==> src/rtl/digit_edit_ctl_if.sv <==
// Configuration-word handshake between the digit editor and the DDS tuning register.
interface digit_edit_ctl_if;
  logic [31:0] cfg_word;
  logic        cfg_valid;
  logic        cfg_ready;

  modport master (output cfg_word, cfg_valid, input cfg_ready);
  modport slave  (input cfg_word, cfg_valid, output cfg_ready);
endinterface

==> src/rtl/digit_edit_ctl.sv <==
// 8-digit hex editor with cursor, commit handshake to the DDS tuning register.
// Optional cursor blink is compiled in with `define DIGIT_BLINK_EN.
module digit_edit_ctl #(
  parameter logic [31:0] INIT_WORD   = 32'h2022214C,
  parameter int          BLINK_TICKS = 250
) (
  input  logic               clk,
  input  logic               rst_n,
  input  logic               tick_1ms,
  input  logic [4:0]         btn_in,
  output logic [31:0]        disp_data,
  output logic [2:0]         cursor,
  output logic               blink_on,
  output logic [7:0]         led,
  digit_edit_ctl_if.master   cfg,
  output logic               busy
);

  typedef enum logic [0:0] {EDIT = 1'b0, COMMIT = 1'b1} state_t;

  state_t      state, state_nxt;
  logic [4:0]  btn_q;
  logic [4:0]  press;
  logic        do_commit, do_inc, do_dec, do_next, do_prev, do_edit;
  logic [3:0]  nib;

  // History is cleared on reset so a button held through release counts once.
  always_ff @(posedge clk or negedge rst_n) begin
    if (!rst_n) btn_q <= '0;
    else        btn_q <= btn_in;
  end

  assign press = btn_in & ~btn_q;

  always_ff @(posedge clk or negedge rst_n) begin
    if (!rst_n) state <= EDIT;
    else        state <= state_nxt;
  end

  always_comb begin
    state_nxt = state;
    unique case (state)
      EDIT:   if (press[4])      state_nxt = COMMIT;
      COMMIT: if (cfg.cfg_ready) state_nxt = EDIT;
      default:                   state_nxt = EDIT;
    endcase
  end

  // Only the highest-priority press acts; presses during COMMIT are dropped.
  always_comb begin
    do_commit = 1'b0;
    do_inc    = 1'b0;
    do_dec    = 1'b0;
    do_next   = 1'b0;
    do_prev   = 1'b0;
    busy      = 1'b0;
    unique case (state)
      EDIT: begin
        if      (press[4]) do_commit = 1'b1;
        else if (press[0]) do_inc    = 1'b1;
        else if (press[2]) do_dec    = 1'b1;
        else if (press[1]) do_next   = 1'b1;
        else if (press[3]) do_prev   = 1'b1;
      end
      COMMIT: busy = 1'b1;
      default: ;
    endcase
  end

  assign do_edit = do_inc | do_dec | do_next | do_prev;
  assign nib     = disp_data[{cursor, 2'b00} +: 4];

  always_ff @(posedge clk or negedge rst_n) begin
    if (!rst_n) begin
      disp_data <= INIT_WORD;
      cursor    <= 3'd0;
    end else begin
      if (do_inc) disp_data[{cursor, 2'b00} +: 4] <= nib + 4'd1;
      if (do_dec) disp_data[{cursor, 2'b00} +: 4] <= nib - 4'd1;
      if (do_next) cursor <= cursor + 3'd1;
      if (do_prev) cursor <= cursor - 3'd1;
    end
  end

  assign led = 8'b0000_0001 << cursor;

  always_ff @(posedge clk or negedge rst_n) begin
    if (!rst_n) begin
      cfg.cfg_word  <= '0;
      cfg.cfg_valid <= 1'b0;
    end else if (do_commit) begin
      cfg.cfg_word  <= disp_data;
      cfg.cfg_valid <= 1'b1;
    end else if (busy && cfg.cfg_ready) begin
      cfg.cfg_valid <= 1'b0;
    end
  end

`ifdef DIGIT_BLINK_EN
  localparam int CW = (BLINK_TICKS > 1) ? $clog2(BLINK_TICKS) : 1;

  logic [CW-1:0] blink_cnt;
  logic          blink_q;

  always_ff @(posedge clk or negedge rst_n) begin
    if (!rst_n) begin
      blink_cnt <= '0;
      blink_q   <= 1'b1;
    end else if (busy || do_commit || do_edit) begin
      blink_cnt <= '0;
      blink_q   <= 1'b1;
    end else if (tick_1ms) begin
      if (blink_cnt == CW'(BLINK_TICKS - 1)) begin
        blink_cnt <= '0;
        blink_q   <= ~blink_q;
      end else begin
        blink_cnt <= blink_cnt + 1'b1;
      end
    end
  end

  assign blink_on = blink_q;
`else
  logic unused_tick;
  assign unused_tick = tick_1ms;
  assign blink_on    = 1'b1;
`endif

endmodule
==> src/flat_wrapper.sv <==
// flat-port wrapper written by rule: the top's interface ports become plain ports
module digit_edit_ctl_flat 
#(
  parameter logic [31:0] INIT_WORD   = 32'h2022214C,
  parameter int          BLINK_TICKS = 250
)
  (clk, rst_n, tick_1ms, btn_in, disp_data, cursor, blink_on, led, busy, cfg_cfg_word, cfg_cfg_valid, cfg_cfg_ready);
  digit_edit_ctl_if cfg_i ();
  input  logic clk;
  input  logic rst_n;
  input  logic tick_1ms;
  input  logic [4:0] btn_in;
  output logic [31:0] disp_data;
  output logic [2:0] cursor;
  output logic blink_on;
  output logic [7:0] led;
  output logic busy;
  output wire logic [$bits(cfg_i.cfg_word)-1:0] cfg_cfg_word;
  output wire logic [$bits(cfg_i.cfg_valid)-1:0] cfg_cfg_valid;
  input wire logic [$bits(cfg_i.cfg_ready)-1:0] cfg_cfg_ready;
  assign cfg_cfg_word = cfg_i.cfg_word;
  assign cfg_cfg_valid = cfg_i.cfg_valid;
  assign cfg_i.cfg_ready = cfg_cfg_ready;
  digit_edit_ctl #(.INIT_WORD(INIT_WORD), .BLINK_TICKS(BLINK_TICKS)) u_core (.clk(clk), .rst_n(rst_n), .tick_1ms(tick_1ms), .btn_in(btn_in), .disp_data(disp_data), .cursor(cursor), .blink_on(blink_on), .led(led), .cfg(cfg_i), .busy(busy));
endmodule
==> config.mk <==
export PLATFORM = sky130hd
export DESIGN_NAME = digit_edit_ctl_flat
export DESIGN_NICKNAME = d
export VERILOG_FILES = /design/src/rtl/digit_edit_ctl_if.sv /design/src/rtl/digit_edit_ctl.sv /design/src/flat_wrapper.sv
export SDC_FILE = /design/constraint.sdc
export NUM_CORES = 1
export LEC_CHECK = 0
export CORE_MARGIN = 2
export CORE_UTILIZATION = 54
export DETAILED_ROUTE_END_ITERATION = 8
export PLACE_DENSITY = 0.85
export REMOVE_ABC_BUFFERS = 1
export SYNTH_ARGS = -nofsm -noshare
export SYNTH_HDL_FRONTEND = slang
export SYNTH_SLANG_ARGS = --single-unit
==> constraint.sdc <==
create_clock -name clk -period 8.1 [get_ports clk]
set_clock_uncertainty 0.1 [all_clocks]
set_input_delay 1.215 -clock clk [delete_from_list [all_inputs] [get_ports clk]]
set_output_delay 1.215 -clock clk [all_outputs]
set_load 0.03 [all_outputs]
# Word-level counts from Yosys, hierarchy flattened
# Cells that the tools add are included.
[classes]
n_eq_ne = 0
n_addsub = 5
order_cmp = 0
shift = 5
reduce_logical = 3
bitwise = 3
muxes = 31
n_div = 0
mul = 0
[op_table]
columns = ["op", "count"]
rows = [
  ["$bwmux W32", 2],
  ["$mux W32", 2],
  ["$shiftx A4 B7 Y32", 2],
  ["$shift A4 B7 Y32 const A", 1],
  ["$shiftx A32 B6 Y4", 1],
  ["$mux W1", 24],
  ["$shl A1 B3 Y8 const A", 1],
  ["$neg A5 Y7", 1],
  ["$mux W3", 2],
  ["$and A5 B5 Y5", 1],
  ["$not A5 Y5", 1],
  ["$add A4 B1 Y4 const B", 1],
  ["$reduce_bool A2 Y1", 2],
  ["$sub A4 B1 Y4 const B", 1],
  ["$add A3 B1 Y3 const B", 1],
  ["$sub A3 B1 Y3 const B", 1],
  ["$pmux W1 S2", 1],
  ["$logic_and A1 B1 Y1", 1],
  ["$not A1 Y1", 1],
]
[word_totals]
latchBits = 0
word_cells = 53
regBits = 74
input_bits = 9
mem_bits_rw = 0
memories = 0
romBits = 0

# Depth between registers and ports, before layout
# Gate-level depths: netlist of the first run.
[logic_depth]
depth_word = 9
ltp_mapped = 11
depth_no_buf = 9

# Worst setup path before layout of the first run
# OpenSTA, ideal clock, no wires.
[synth_path]
kind = "reg-to-output"
start = "reg u_core.cursor[1]"
end = "out led[0]"
arrival_ns = 1.737
path_stages_with_launch = 4
t_required_ns = 6.785
setup_slack_ns = 5.048
n_path_buf = 0
cell_sequence = "dfrtp_1 > clkinv_1 > ha_1 > ha_1"
[synth_via]
elab_chain_len = 1
[synth_lines]
columns = ["item", "line_no", "source"]
rows = [
  ["from (decl)", "digit_edit_ctl.sv:12", "output logic [2:0] cursor,"],
  ["from (signal assigned)", "digit_edit_ctl.sv:80", "if (do_next) cursor <= cursor + 3'd1;"],
  ["from (signal assigned)", "digit_edit_ctl.sv:81", "if (do_prev) cursor <= cursor - 3'd1;"],
  ["$shl A1 B3 Y8", "digit_edit_ctl.sv:85", "assign led = 8'b0000_0001 << cursor;"],
  ["to (decl)", "flat_wrapper.sv:16", "output logic [7:0] led;"],
]
# Every way passes these cells.

# Worst setup path after layout of the first run
[layout_path]
start = "reg u_core.cursor[0]"
end = "out led[0]"
# The elaborated chain is that of the path after synthesis.

==> flow_metrics.tcl, run 1 <==
set metrics [dict create \
    clockBufferDepth 2 \
    grt_overflow 0 \
    clock_sinks 74 \
    met2_usage_pct 38.4 \
    netlist_area_um2 3740 \
    setup_viol 0 \
    core-area_um2 6760 \
    ys_seq_area_share_pct 49.8 \
    fillCellCount 493 \
    ctsHoldBuffers 0 \
    htree_levels 3 \
    drv_slew 0 \
    path_class "reg -> out" \
    cap_viol_max_count 0 \
    synth_top_family_by_area "multiplexers" \
    synthToLayoutAreaGrowth_pct 28.5 \
    via_per_inst 5.88 \
    die_area_um2 7610 \
    use_met1_pct 33.6 \
    synth_compound_area_share_pct 9.20 \
    synthXorXnorAreaFrac_pct 1.64 \
    whs_ns 0.376 \
    synthSimpleGateAreaFrac_pct 12.7 \
    gp_congestion 0.900 \
    postCtsSetupRepairBufs 0 \
    ys_ff_latch 74 \
    nNetsFinal 422 \
    power_density_nw_per_um2 446 \
    gr-usage-all-layers_pct 24.2 \
    io_pins 87 \
    yosys_most_used_dff "dfrtp_1" \
    drt-initial-drc-count 201 \
    numCtsBuffers 9 \
    synth_edf_count 0 \
    synth.avg_cell_area_um2 11.7 \
    maxSlewHeadroom_pct 40.2 \
    cts_tree "yes" \
    synthMuxAreaShare_pct 20.2 \
    grt_max_degree 75 \
    cp_max_fo 17 \
    setup_tns_ns 0 \
    die_w_um 87.2 \
    ant_nets 0 \
    hpwlAfterDp_um 6420 \
    top_usage_layer "met2" \
    async_flop_share_pct 100 \
    diodes 0 \
    fin_crit_sh_pct 51.2 \
    rsz0062_at_grt "no" \
    end_kind "output port" \
    finalHoldViolations 0 \
    irDropWorstVdd_mv 0.210 \
    yosysWarnings 0 \
    period_minus_slack_ns 4.15 \
    synthAdderAreaFrac_pct 3.21 \
    drc 0 \
    port_buffers 84 \
    avgRoutedWirePerCell_um 18.1 \
    synthCells 320 \
    drt-total-wl_um 8860 \
    rows 30 \
    clk_pin_slew_worst_paths_ns 0.07 \
    crit_required_ns 6.78 \
    first_global_vias 2769 \
    grt_pass1_wl_um 14100 \
    hold_class "reg -> reg" \
    worstSetupStartpointType "flip-flop" \
    utilization_pct 71.1 \
    initial_core_util_pct 55.4 \
    p_leak_nw 2.07 \
    fmax_ghz 0.241 \
    status "completed" \
    antenna_found_initial 0 \
    drive_gt1_share_pct 18.3 \
    die_h_um 87.2 \
    drt-pass1-iter-count 4 \
    via_count 2874 \
    worstSkewPairLatency_ns 0.35 \
    crit_arrival_ns 2.84 \
    worst_slew_pin_slew_ns 0.896 \
    cts-root-buf "clkbuf_8" \
    synth_cell_type_count 49 \
    cts_resized 0 \
    use_met3_pct 5.69 \
]
[registers in the layout, indices dropped and copies added (netlist names)]
register              cells
u_core.btn_q              5
u_core.disp_data         32
u_core.state              1
u_core.cursor             3
u_core.cfg.cfg_valid      1
u_core.cfg.cfg_word      32
[logic make-up after synthesis]
kind of cell | after synthesis
AND/OR/NAND/NOR | 99
flip-flops | 74
multiplexers | 54
AO/OA/AOI/OAI | 51
buffers and inverters | 25
adder cells (fa/ha/maj) | 9
XOR/XNOR | 7
other | 1
[cell usage in the layout, fill, tap and decap left out, drive strengths merged, types with 3 or more instances in the layout]
| cell type | count |
|---|---|
| clkdlybuf4s50 | 83 |
| dfrtp | 66 |
| mux2 | 39 |
| nand2 | 35 |
| nand3 | 17 |
| nor2 | 16 |
| o21ai | 14 |
| inv | 11 |
| clkbuf | 10 |
| nor2b | 9 |
| ha | 8 |
| dfstp | 8 |
| mux4 | 8 |
| mux2i | 7 |
| xnor2 | 6 |
| a22o | 6 |
| a21oi | 6 |
| o31ai | 6 |
| nor3 | 6 |
| and2 | 6 |
| o22ai | 5 |
| clkinv | 5 |
| buf | 3 |
[synth_stat cells, types with 2 or more instances]
cell,n,share of area [%]
nor3_1,5,0.67
o21a_1,2,0.40
and2_1,5,0.84
nand2_1,35,3.5
mux4_2,4,2.4
o22ai_1,5,0.84
clkbuf_1,10,1.0
nand4_1,2,0.33
mux2i_1,3,0.80
o2111ai_1,2,0.47
nand3_1,17,2.3
mux2i_4,4,2.4
a22o_1,6,1.4
nand2b_1,2,0.33
dfstp_2,8,5.6
mux2_2,39,12
a21oi_1,6,0.80
inv_1,11,1.1
xnor2_1,6,1.4
nor2b_1,9,1.5
nor2_1,16,1.6
ha_1,8,2.7
o31ai_1,6,1.2
dfrtp_1,66,44
mux4_1,4,2.8
o21ai_0,14,1.9
o22a_1,2,0.47
a22oi_1,2,0.40
[layer usage]
layer	share of wire, %	vias up
met5	0	-
met4	1.5	0
met3	6.2	14
met2	50	109
met1	42	1423
li1	-	1328
[report_power, final]
part | internal (W) | total [W] | switching (W)
Sequential | 0.000503 | 0.000632 | 0.000129
Clock | 0.000140 | 0.000274 | 0.000134
Combinational | 0.000507 | 0.00124 | 0.000731
[metrics by stage]
stage | cell area, µm² | std cells | setup WS (ns) | power (W)
2_1_floorplan | 3660 | 307 | 4.74 | 0.00142
3_3_place_gp | 4620 | 473 | 4.40 | 0.00184
3_5_place_dp | 4620 | 473 | 4.32 | 0.00187
4_1_cts | 4810 | 489 | 3.93 | 0.00215
5_1_grt | 4810 | 489 | 3.80 | 0.00226
6_report | 4810 | 489 | 3.95 | 0.00214
[critical path, cell delays in order (launching register included)]
cell and delay, ns:
dfrtp_1 0.91, inv_1 0.33, ha_1 0.32, ha_1 0.29, clkdlybuf4s50_1 0.65
[final cells by class]
type                    count  area [µm²]  area share (%)
inverters                  12        45.0           0.937
clock inverters             6        57.6            1.20
flip-flops and latches     74        1860            38.7
clock buffers              10         128            2.66
multi-input cells         221        1760            36.6
well taps                  80         100            2.08
repair buffers             86         853            17.8
[path summary, 6_finish.rpt]
| path | startpoint | endpoint | slack (ns) | cells after the start |
|---|---|---|---|---|
| setup reg to reg | u_core.cursor[0] | u_core.disp_data[16] | 4.44 | 7 |
| max in group asynchronous | rst_n | u_core.cursor[1] | 6.42 | 1 |
| hold / removal | u_core.disp_data[13] | u_core.disp_data[13] | 0.38 | 2 |
| setup / recovery | u_core.cursor[0] | led[0] | 3.95 | 4 |
| min in group asynchronous | rst_n | u_core.cfg.cfg_word[5] | 0.90 | 1 |
| hold reg to reg | u_core.disp_data[13] | u_core.disp_data[13] | 0.38 | 2 |
Power figures use the tool's default switching activity.
==> run 2: changes to the inputs <==
--- a/config.mk
+++ b/config.mk
@@ -6,9 +6,9 @@
 export NUM_CORES = 1
 export LEC_CHECK = 0
 export CORE_MARGIN = 2
-export CORE_UTILIZATION = 54
+export CORE_UTILIZATION = 45
 export DETAILED_ROUTE_END_ITERATION = 8
-export PLACE_DENSITY = 0.85
+export PLACE_DENSITY = 0.76
 export REMOVE_ABC_BUFFERS = 1
 export SYNTH_ARGS = -nofsm -noshare
 export SYNTH_HDL_FRONTEND = slang
==> constraint.sdc (replaced) <==
create_clock -name clk -period 3.5 [get_ports clk]
set_clock_uncertainty 0.1 [all_clocks]
set_input_delay 0.525 -clock clk [delete_from_list [all_inputs] [get_ports clk]]
set_output_delay 0.525 -clock clk [all_outputs]
set_load 0.03 [all_outputs]
==> run 2 against run 1 <==
Against the previous run: total power up 130%; register-to-register slack worse by 4.0 ns; die area up 19%; sequential power up 130%; design area up 1.9%; global-route usage down 2.9 points; critical path type unchanged.
==> flow_metrics.tcl, run 2 (synthesis gave the netlist of run 1 again) <==
set metrics [dict create \
    hpwlAfterDp_um 6410 \
    crit_required_ns 2.87 \
    power_density_nw_per_um2 1030 \
    drt-pass1-iter-count 5 \
    p_total_w 0.00502 \
    cts_tree "yes" \
    worstSkewPairLatency_ns 0.35 \
    die_h_um 95.2 \
    worstSetupStartpointType "flip-flop" \
    grt_max_degree 75 \
    cts-root-buf "clkbuf_8" \
    path_class "reg -> out" \
    top_regs "u_core.cfg.cfg_word x32, u_core.disp_data x32, u_core.btn_q x5" \
    antenna_found_initial 0 \
    ctsHoldBuffers 0 \
    grt_overflow 0 \
    die_area_um2 9060 \
    rsz0062_at_grt "no" \
    r2r_slack_ns 0.45 \
    rows 33 \
    irDropWorstVdd_mv 0.458 \
    drv_slew 0 \
    via_per_inst 5.52 \
    hold_class "in -> async" \
    p_leak_nw 2.10 \
    finalHoldViolations 0 \
    setup_viol 0 \
    gr-usage-all-layers_pct 21.2 \
    htree_levels 3 \
    grt_pass1_wl_um 14600 \
    clock_sinks 74 \
    gp_congestion 0.928 \
    diodes 0 \
    setup_tns_ns 0 \
    via_count 2884 \
    rr_startpoint "u_core.cursor[0]" \
    final_common_cell "clkdlybuf4s50_1" \
    crit_start "u_core.cursor[0]" \
    status "completed" \
    most-common-layout-cells "clkdlybuf4s50_1 (83), dfrtp_1 (66), mux2_2 (39)" \
    io_pins 87 \
    drive_gt1_share_pct 19.9 \
    ant_nets 0 \
    first_global_vias 2835 \
    final_cell_area_um2 4900 \
    core-area_um2 8130 \
    clk_pin_slew_worst_paths_ns 0.07 \
    reg2regPathDepth 7 \
    postCtsSetupRepairBufs 0 \
    cap_viol_max_count 0 \
    maxSlewHeadroom_pct 39.1 \
    cts_resized 0 \
    end_kind "output port" \
    clockBufferDepth 2 \
    avgRoutedWirePerCell_um 17.0 \
    drc 0 \
    place_area_um2 4720 \
    nNetsFinal 430 \
    die_w_um 95.2 \
    fin_crit_sh_pct 90.0 \
    initial_core_util_pct 46.0 \
    port_buffers 84 \
    drt-initial-drc-count 214 \
    fmax_ghz 0.317 \
    whs_ns 0.190 \
    drt-total-wl_um 8870 \
    reg2reg_to "u_core.disp_data[9]" \
    cp_max_fo 9 \
    period_minus_slack_ns 3.15 \
    worst_slew_pin_slew_ns 0.914 \
    synthToLayoutAreaGrowth_pct 30.9 \
    numCtsBuffers 9 \
    crit_arrival_ns 2.53 \
]
[run 2: worst max-delay path by stage]
stage | to | slack, ns
2_1_floorplan | u_core.disp_data[16] | 0.44
3_3_place_gp | u_core.disp_data[30] | 0.48
3_5_place_dp | u_core.disp_data[30] | 0.45
4_1_cts | led[2] | 0.33
5_1_grt | u_core.disp_data[9] | 0.20
6_report | led[2] | 0.35
[run 2: area by class of cell]
type | instances | area [µm²]
well taps | 105 | 131
clock buffers | 12 | 155
flip-flops and latches | 74 | 1860
multi-input cells | 221 | 1770
fillers | 688 | 3240
repair buffers | 94 | 913
inverters | 12 | 45.0
clock inverters | 4 | 26.3
[run 2: report_power, final]
part / switching [W] / total (W) / internal [W]
Clock: 0.000310 / 0.000605 / 0.000295
Sequential: 0.000286 / 0.00145 / 0.00117
Combinational: 0.00172 / 0.00297 / 0.00125
Total: 0.00232 / 0.00502 / 0.00271
[run 2: routing by layer]
metal  track usage (%)  share of wire, %  wire (µm)
met1              29.0                45       3960
met3              3.40               5.6        496
met4              8.09               1.3        116
met5                 0                 0          0
met2              34.2                48       4300
[run 2: worst max-delay path, cell delays in order (launching register included)]
cell and delay, ns:
dfrtp_1 0.67, buf_4 0.24, inv_1 0.06, buf_4 0.15, ha_1 0.28, nor2b_1 0.16
clkdlybuf4s50_1 0.62
[run 2: through the flow]
| step | util, % | worst slack [ns] | cells |
|---|---|---|---|
| 2_1_floorplan | - | 0.440 | 307 |
| 3_3_place_gp | 58.0 | 0.480 | 506 |
| 3_5_place_dp | 58.0 | 0.446 | 506 |
| 4_1_cts | 60.2 | 0.329 | 522 |
| 5_1_grt | 60.2 | 0.202 | 522 |
| 6_report | 60.2 | 0.349 | 522 |
